## src/rtl/vote_collector_pkg.sv

```systemverilog
// Shared definitions for the ballot-collection block: ID width, voter weights,
// default population sizes and the session state encoding.
package vote_collector_pkg;
    localparam int ID_W       = 6;
    localparam int TALLY_W    = 8;
    localparam int NP_N_DEF   = 32;
    localparam int VIP_N_DEF  = 8;
    localparam int THRESH_DEF = 32;

    localparam logic [TALLY_W-1:0] W_NP   = 8'd1;
    localparam logic [TALLY_W-1:0] W_VIP  = 8'd4;
    localparam logic [TALLY_W-1:0] W_VVIP = 8'd16;

    typedef enum logic [1:0] {
        S_IDLE    = 2'd0,
        S_COLLECT = 2'd1,
        S_DONE    = 2'd2
    } state_t;
endpackage

```

## src/rtl/vote_weight.sv

```systemverilog
// Maps a voter ID to its legality and ballot weight; purely combinational so
// any ballot source or checker can reuse it.
module vote_weight
    import vote_collector_pkg::*;
#(
    parameter int NP_N  = NP_N_DEF,
    parameter int VIP_N = VIP_N_DEF
) (
    input  logic [ID_W-1:0]    in_id,
    output logic               legal,
    output logic [TALLY_W-1:0] weight
);
    localparam logic [ID_W-1:0] VIP_LO  = ID_W'(NP_N);
    localparam logic [ID_W-1:0] VVIP_ID = ID_W'(NP_N + VIP_N);

    always_comb begin
        legal  = 1'b1;
        weight = W_NP;
        if (in_id < VIP_LO) begin
            weight = W_NP;
        end else if (in_id < VVIP_ID) begin
            weight = W_VIP;
        end else if (in_id == VVIP_ID) begin
            weight = W_VVIP;
        end else begin
            legal  = 1'b0;
            weight = '0;
        end
    end
endmodule

```

## src/rtl/vote_collector.sv

```systemverilog
// Session FSM, voted bitmap and weighted tally; latches the pass/fail decision
// when the session is closed.
module vote_collector
    import vote_collector_pkg::*;
#(
    parameter int THRESH = THRESH_DEF,
    parameter int NP_N   = NP_N_DEF,
    parameter int VIP_N  = VIP_N_DEF
) (
    input  logic               clk,
    input  logic               reset,
    input  logic               start,
    input  logic               close,
    input  logic               in_valid,
    input  logic [ID_W-1:0]    in_id,
    output logic               in_ready,
    output logic               busy,
    output logic               done,
    output logic               res,
    output logic [TALLY_W-1:0] tally,
    output logic               dup_err,
    output logic               bad_id
);
    localparam int                 NV       = NP_N + VIP_N + 1;
    localparam logic [TALLY_W-1:0] THRESH_V = TALLY_W'(THRESH);

    state_t             state_reg;
    logic [NV-1:0]      voted_reg;
    logic [NV-1:0]      set_vec;
    logic [TALLY_W-1:0] tally_reg;
    logic [TALLY_W-1:0] tally_next;
    logic               res_reg;
    logic               dup_reg;
    logic               bad_reg;
    logic               legal;
    logic [TALLY_W-1:0] weight;
    logic               xfer;
    logic               already;
    logic               accept;

    vote_weight #(.NP_N(NP_N), .VIP_N(VIP_N)) u_weight (
        .in_id  (in_id),
        .legal  (legal),
        .weight (weight)
    );

    // Bitmap is only indexed once the ID is known legal, so no out-of-range read.
    assign xfer       = in_valid && (state_reg == S_COLLECT);
    assign already    = legal && voted_reg[in_id];
    assign accept     = xfer && legal && !already;
    assign tally_next = accept ? (tally_reg + weight) : tally_reg;

    genvar gi;
    generate
        for (gi = 0; gi < NV; gi++) begin : g_set
            assign set_vec[gi] = accept && (in_id == ID_W'(gi));
        end
    endgenerate

    always_ff @(posedge clk) begin
        if (reset) begin
            state_reg <= S_IDLE;
            voted_reg <= '0;
            tally_reg <= '0;
            res_reg   <= 1'b0;
            dup_reg   <= 1'b0;
            bad_reg   <= 1'b0;
        end else begin
            dup_reg <= xfer && already;
            bad_reg <= xfer && !legal;
            case (state_reg)
                S_IDLE: begin
                    if (start) begin
                        state_reg <= S_COLLECT;
                        voted_reg <= '0;
                        tally_reg <= '0;
                    end
                end
                S_COLLECT: begin
                    voted_reg <= voted_reg | set_vec;
                    tally_reg <= tally_next;
                    // A ballot arriving with close counts toward the decision.
                    if (close) begin
                        state_reg <= S_DONE;
                        res_reg   <= (tally_next > THRESH_V);
                    end
                end
                S_DONE: begin
                    if (start) begin
                        state_reg <= S_COLLECT;
                        voted_reg <= '0;
                        tally_reg <= '0;
                        res_reg   <= 1'b0;
                    end
                end
                default: state_reg <= S_IDLE;
            endcase
        end
    end

    assign in_ready = (state_reg == S_COLLECT);
    assign busy     = (state_reg == S_COLLECT);
    assign done     = (state_reg == S_DONE);
    assign res      = res_reg;
    assign tally    = tally_reg;
    assign dup_err  = dup_reg;
    assign bad_id   = bad_reg;
endmodule
```

## config.mk

```make
export PLATFORM = sky130hd
export DESIGN_NAME = vote_collector
export DESIGN_NICKNAME = d
export VERILOG_FILES = /design/src/rtl/vote_collector_pkg.sv /design/src/rtl/vote_weight.sv /design/src/rtl/vote_collector.sv
export SDC_FILE = /design/constraint.sdc
export NUM_CORES = 1
export LEC_CHECK = 0
export ABC_AREA = 1
export CORE_MARGIN = 1
export CORE_UTILIZATION = 58
export CTS_CLUSTER_SIZE = 20
export DETAILED_ROUTE_END_ITERATION = 10
export GPL_TIMING_DRIVEN = 0
export PLACE_DENSITY = 0.78
export SLEW_MARGIN = 40
export SYNTH_ARGS = -nofsm -noshare
export SYNTH_HDL_FRONTEND = slang
export SYNTH_SLANG_ARGS = --single-unit
export TNS_END_PERCENT = 1
```

## constraint.sdc

```tcl
create_clock -name clk -period 2.4 [get_ports clk]
set_clock_uncertainty 0.15 [all_clocks]
set_input_delay 0.36 -clock clk [delete_from_list [all_inputs] [get_ports clk]]
set_output_delay 0.36 -clock clk [all_outputs]
set_load 0.02 [all_outputs]
```

==> results_dict.tcl <==
set metrics [dict create \
    grt_pass1_vias 2635 \
    clk_pin_slew_ns 0.09 \
    synth_top_area_share_pct 36.7 \
    cp_data_arrival_time_ns 2.33 \
    vias_per_cell 5.34 \
    timing.max_cap.violations 0 \
    slew_viol_final 0 \
    critical_path_depth 15 \
    path_class "in -> reg" \
    synth.avg_cell_area_sq_um 6.76 \
    synth_area_sq_mm 0.00295 \
    largest_reg_flops 41 \
    dpl_worst_slack_ns -0.535 \
    synth.distinct_cells 31 \
    critPathSlowestCell "dlygate4sd2_1" \
    p_per_area_mw_per_mm2 471 \
    crit_path_start_kind "input port" \
    max_freq_ghz 0.446 \
    yosysWarnings 0 \
    firstDrtPassIters 4 \
    cts_tree "yes" \
    synth_seq_cells 54 \
    syn_inst 436 \
    synth_fp_nets 451 \
    worst_path_most_repeated_cell "nand2_1" \
    rsz0062_at_grt "no" \
    clk_latency_ns 0.31 \
    rr_worst_depth 9 \
    gp_congestion 0.861 \
    maxSlewHeadroom_pct 46.9 \
    synth_area_leaders "dfxtp_1, nand2_1, nand4_1" \
    totalWireLength_um 7090 \
    grt.total_usage_pct 28.6 \
    critical_path.top_delay_family "buffers and inverters" \
    irDropWorstVdd_uv 235 \
    n_antenna_cell 0 \
    dpl.hpwl_um 4910 \
    clock_sinks 54 \
    drt_iter0_drc 212 \
    grt_pass1_wl_um 11700 \
    crit_required_ns 2.48 \
    period_share_pct 93.5 \
    coreArea_sq_mm 0.00482 \
    clockRootBuffer "clkbuf_8" \
    slowest_delay_ns 0.29 \
    grt_antenna_before_repair 0 \
    fin_setup_tns_ns 0 \
    start_util_pct 61.2 \
    wl_per_cell_um 13.2 \
    hold_violations 0 \
    outcome "finished, final reports clean" \
    worstMarginPinSlew_ns 0.794 \
    worstPathCellList "dlygate4sd2_1, buf_6, buf_12, nand2_1, o21ai_2, nand2_1, nand2_1, nand2_1, nand2_1, o21ai_2, nand4_4, inv_6, buf_6, nand4_1, a21oi_1" \
    cp.buffers_inverters 5 \
    path_max_fanout 10 \
    num_rows 25 \
    die_w_um 73.3 \
    ys_seq_area_share_pct 36.7 \
    cts_buffers 5 \
    layout_commonest_cell "nand2_1" \
    area_growth_pct 15.8 \
    ios 25 \
    fin_ws_ns 0.156 \
    finalSetupViolCount 0 \
    fp.dieH_um 73.3 \
    cts_max_level 2 \
    die-area_sq_mm 0.00537 \
    leakage_nw 1.36 \
    fill_cells 461 \
    fin_crit_ns 2.24 \
    postRouteAntennaNets 0 \
    grt_max_degree 15 \
    cts_max_path_buffers 2 \
    drc 0 \
    grt_overflow 0 \
    critPathCaptureType "flop" \
    min_path_cells 2 \
    vias 2865 \
    layout_common_cells "nand2_1, inv_1, dfxtp_1, a21oi_1, nand4_1" \
    fin_nets 486 \
    cts.hold.buffers_added 0 \
    min_path_type "reg -> reg" \
    io_buffers 24 \
    final_layout_size_suffix_gt1_share_pct 9.57 \
    synth_largest_area_cell "dfxtp_1" \
]
## tightest hold or removal path, stage by stage (launching register included)
cell and delay [ns]:
dfxtp_1 0.32, inv_1 0.04, a21oi_1 0.05
## routing by layer
layer / routed length, um / track usage [%] / up-vias
met4: 124 / 9.15 / 0
li1: - / - / 1474
met5: 0 / 0 / -
met3: 361 / 5.08 / 14
met1: 3040 / 35.2 / 1298
met2: 3560 / 50.4 / 79
## synthesized netlist by cell type
| library cell | count |
|---|---|
| buf_2 | 2 |
| xor2_1 | 4 |
| o21ai_4 | 1 |
| buf_12 | 1 |
| clkbuf_1 | 10 |
| inv_6 | 1 |
| o21a_1 | 1 |
| xnor2_1 | 1 |
| nor2_2 | 4 |
| nand2_1 | 134 |
| nand4_4 | 1 |
| a211oi_1 | 1 |
| nand3_1 | 6 |
| buf_4 | 2 |
| o21ai_1 | 3 |
| or2_1 | 1 |
| nor3_1 | 1 |
| inv_2 | 2 |
| o21ai_2 | 4 |
| inv_1 | 62 |
| nand4_1 | 44 |
| nor2_4 | 1 |
| o21ai_0 | 7 |
| nand2_2 | 1 |
| dfxtp_1 | 54 |
| nor2_1 | 17 |
| a21oi_2 | 2 |
| buf_6 | 7 |
| ha_1 | 4 |
| a21oi_1 | 53 |
| clkinv_1 | 4 |
## final timing paths
| path | from | endpoint | slack (ns) |
|---|---|---|---|
| setup / recovery | in_id[0] | voted_reg[9] | 0.16 |
| hold / removal | voted_reg[37] | voted_reg[37] | 0.30 |
| setup reg to reg | state_reg[0] | voted_reg[9] | 0.41 |
| hold reg to reg | voted_reg[37] | voted_reg[37] | 0.30 |
## metrics by stage
| step | hold WS [ns] | util (%) | instances | instance area (sq um) | power, mW |
|---|---|---|---|---|---|
| global placement | 0.287 | 67.9 | 527 | 3270 | 1.12 |
| global route | 0.320 | 70.8 | 537 | 3410 | 1.67 |
| CTS | 0.304 | 70.3 | 536 | 3390 | 1.61 |
| detailed placement | 0.290 | 67.9 | 527 | 3270 | 1.12 |
| finish | 0.302 | 70.8 | 537 | 3410 | 1.61 |
| floorplan | 0.280 | - | 436 | 2950 | 1.05 |
## power by group
part / total, mW / internal [mW] / leakage (nW) / switching (mW)
Sequential: 0.902 / 0.899 / 0.435 / 0.00288
Clock: 0.501 / 0.223 / 0.0431 / 0.278
Combinational: 0.204 / 0.0639 / 0.882 / 0.140
Total: 1.61 / 1.19 / 1.36 / 0.420
## layout make-up
cell class	instances	area, sq um	area share [%]
Multi-Input combinational cell	291	1460	42.8
Sequential cell	54	1080	31.7
Timing Repair Buffer	28	274	8.03
Inverter	69	264	7.74
Buffer	22	168	4.91
Tap cell	67	83.8	2.46
Clock buffer	6	82.6	2.42
## logic make-up after synthesis
| family | Yosys count | synth area share [%] |
|---|---|---|
| AND/OR/NAND/NOR | 210 | 32.1 |
| buffers and inverters | 91 | 14.4 |
| AO/OA/AOI/OAI | 72 | 13.5 |
| flip-flops | 54 | 36.7 |
| XOR/XNOR | 5 | 1.49 |
| adder cells (fa/ha/maj) | 4 | 1.70 |
## timing repair
action | 4_1_cts | 5_1_grt
pin swaps | 4 | 1
resized for setup | 8 | 9
setup endpoints to repair | 43 | 46
setup buffers | 3 | 1
(Power assumes the default switching activity.)
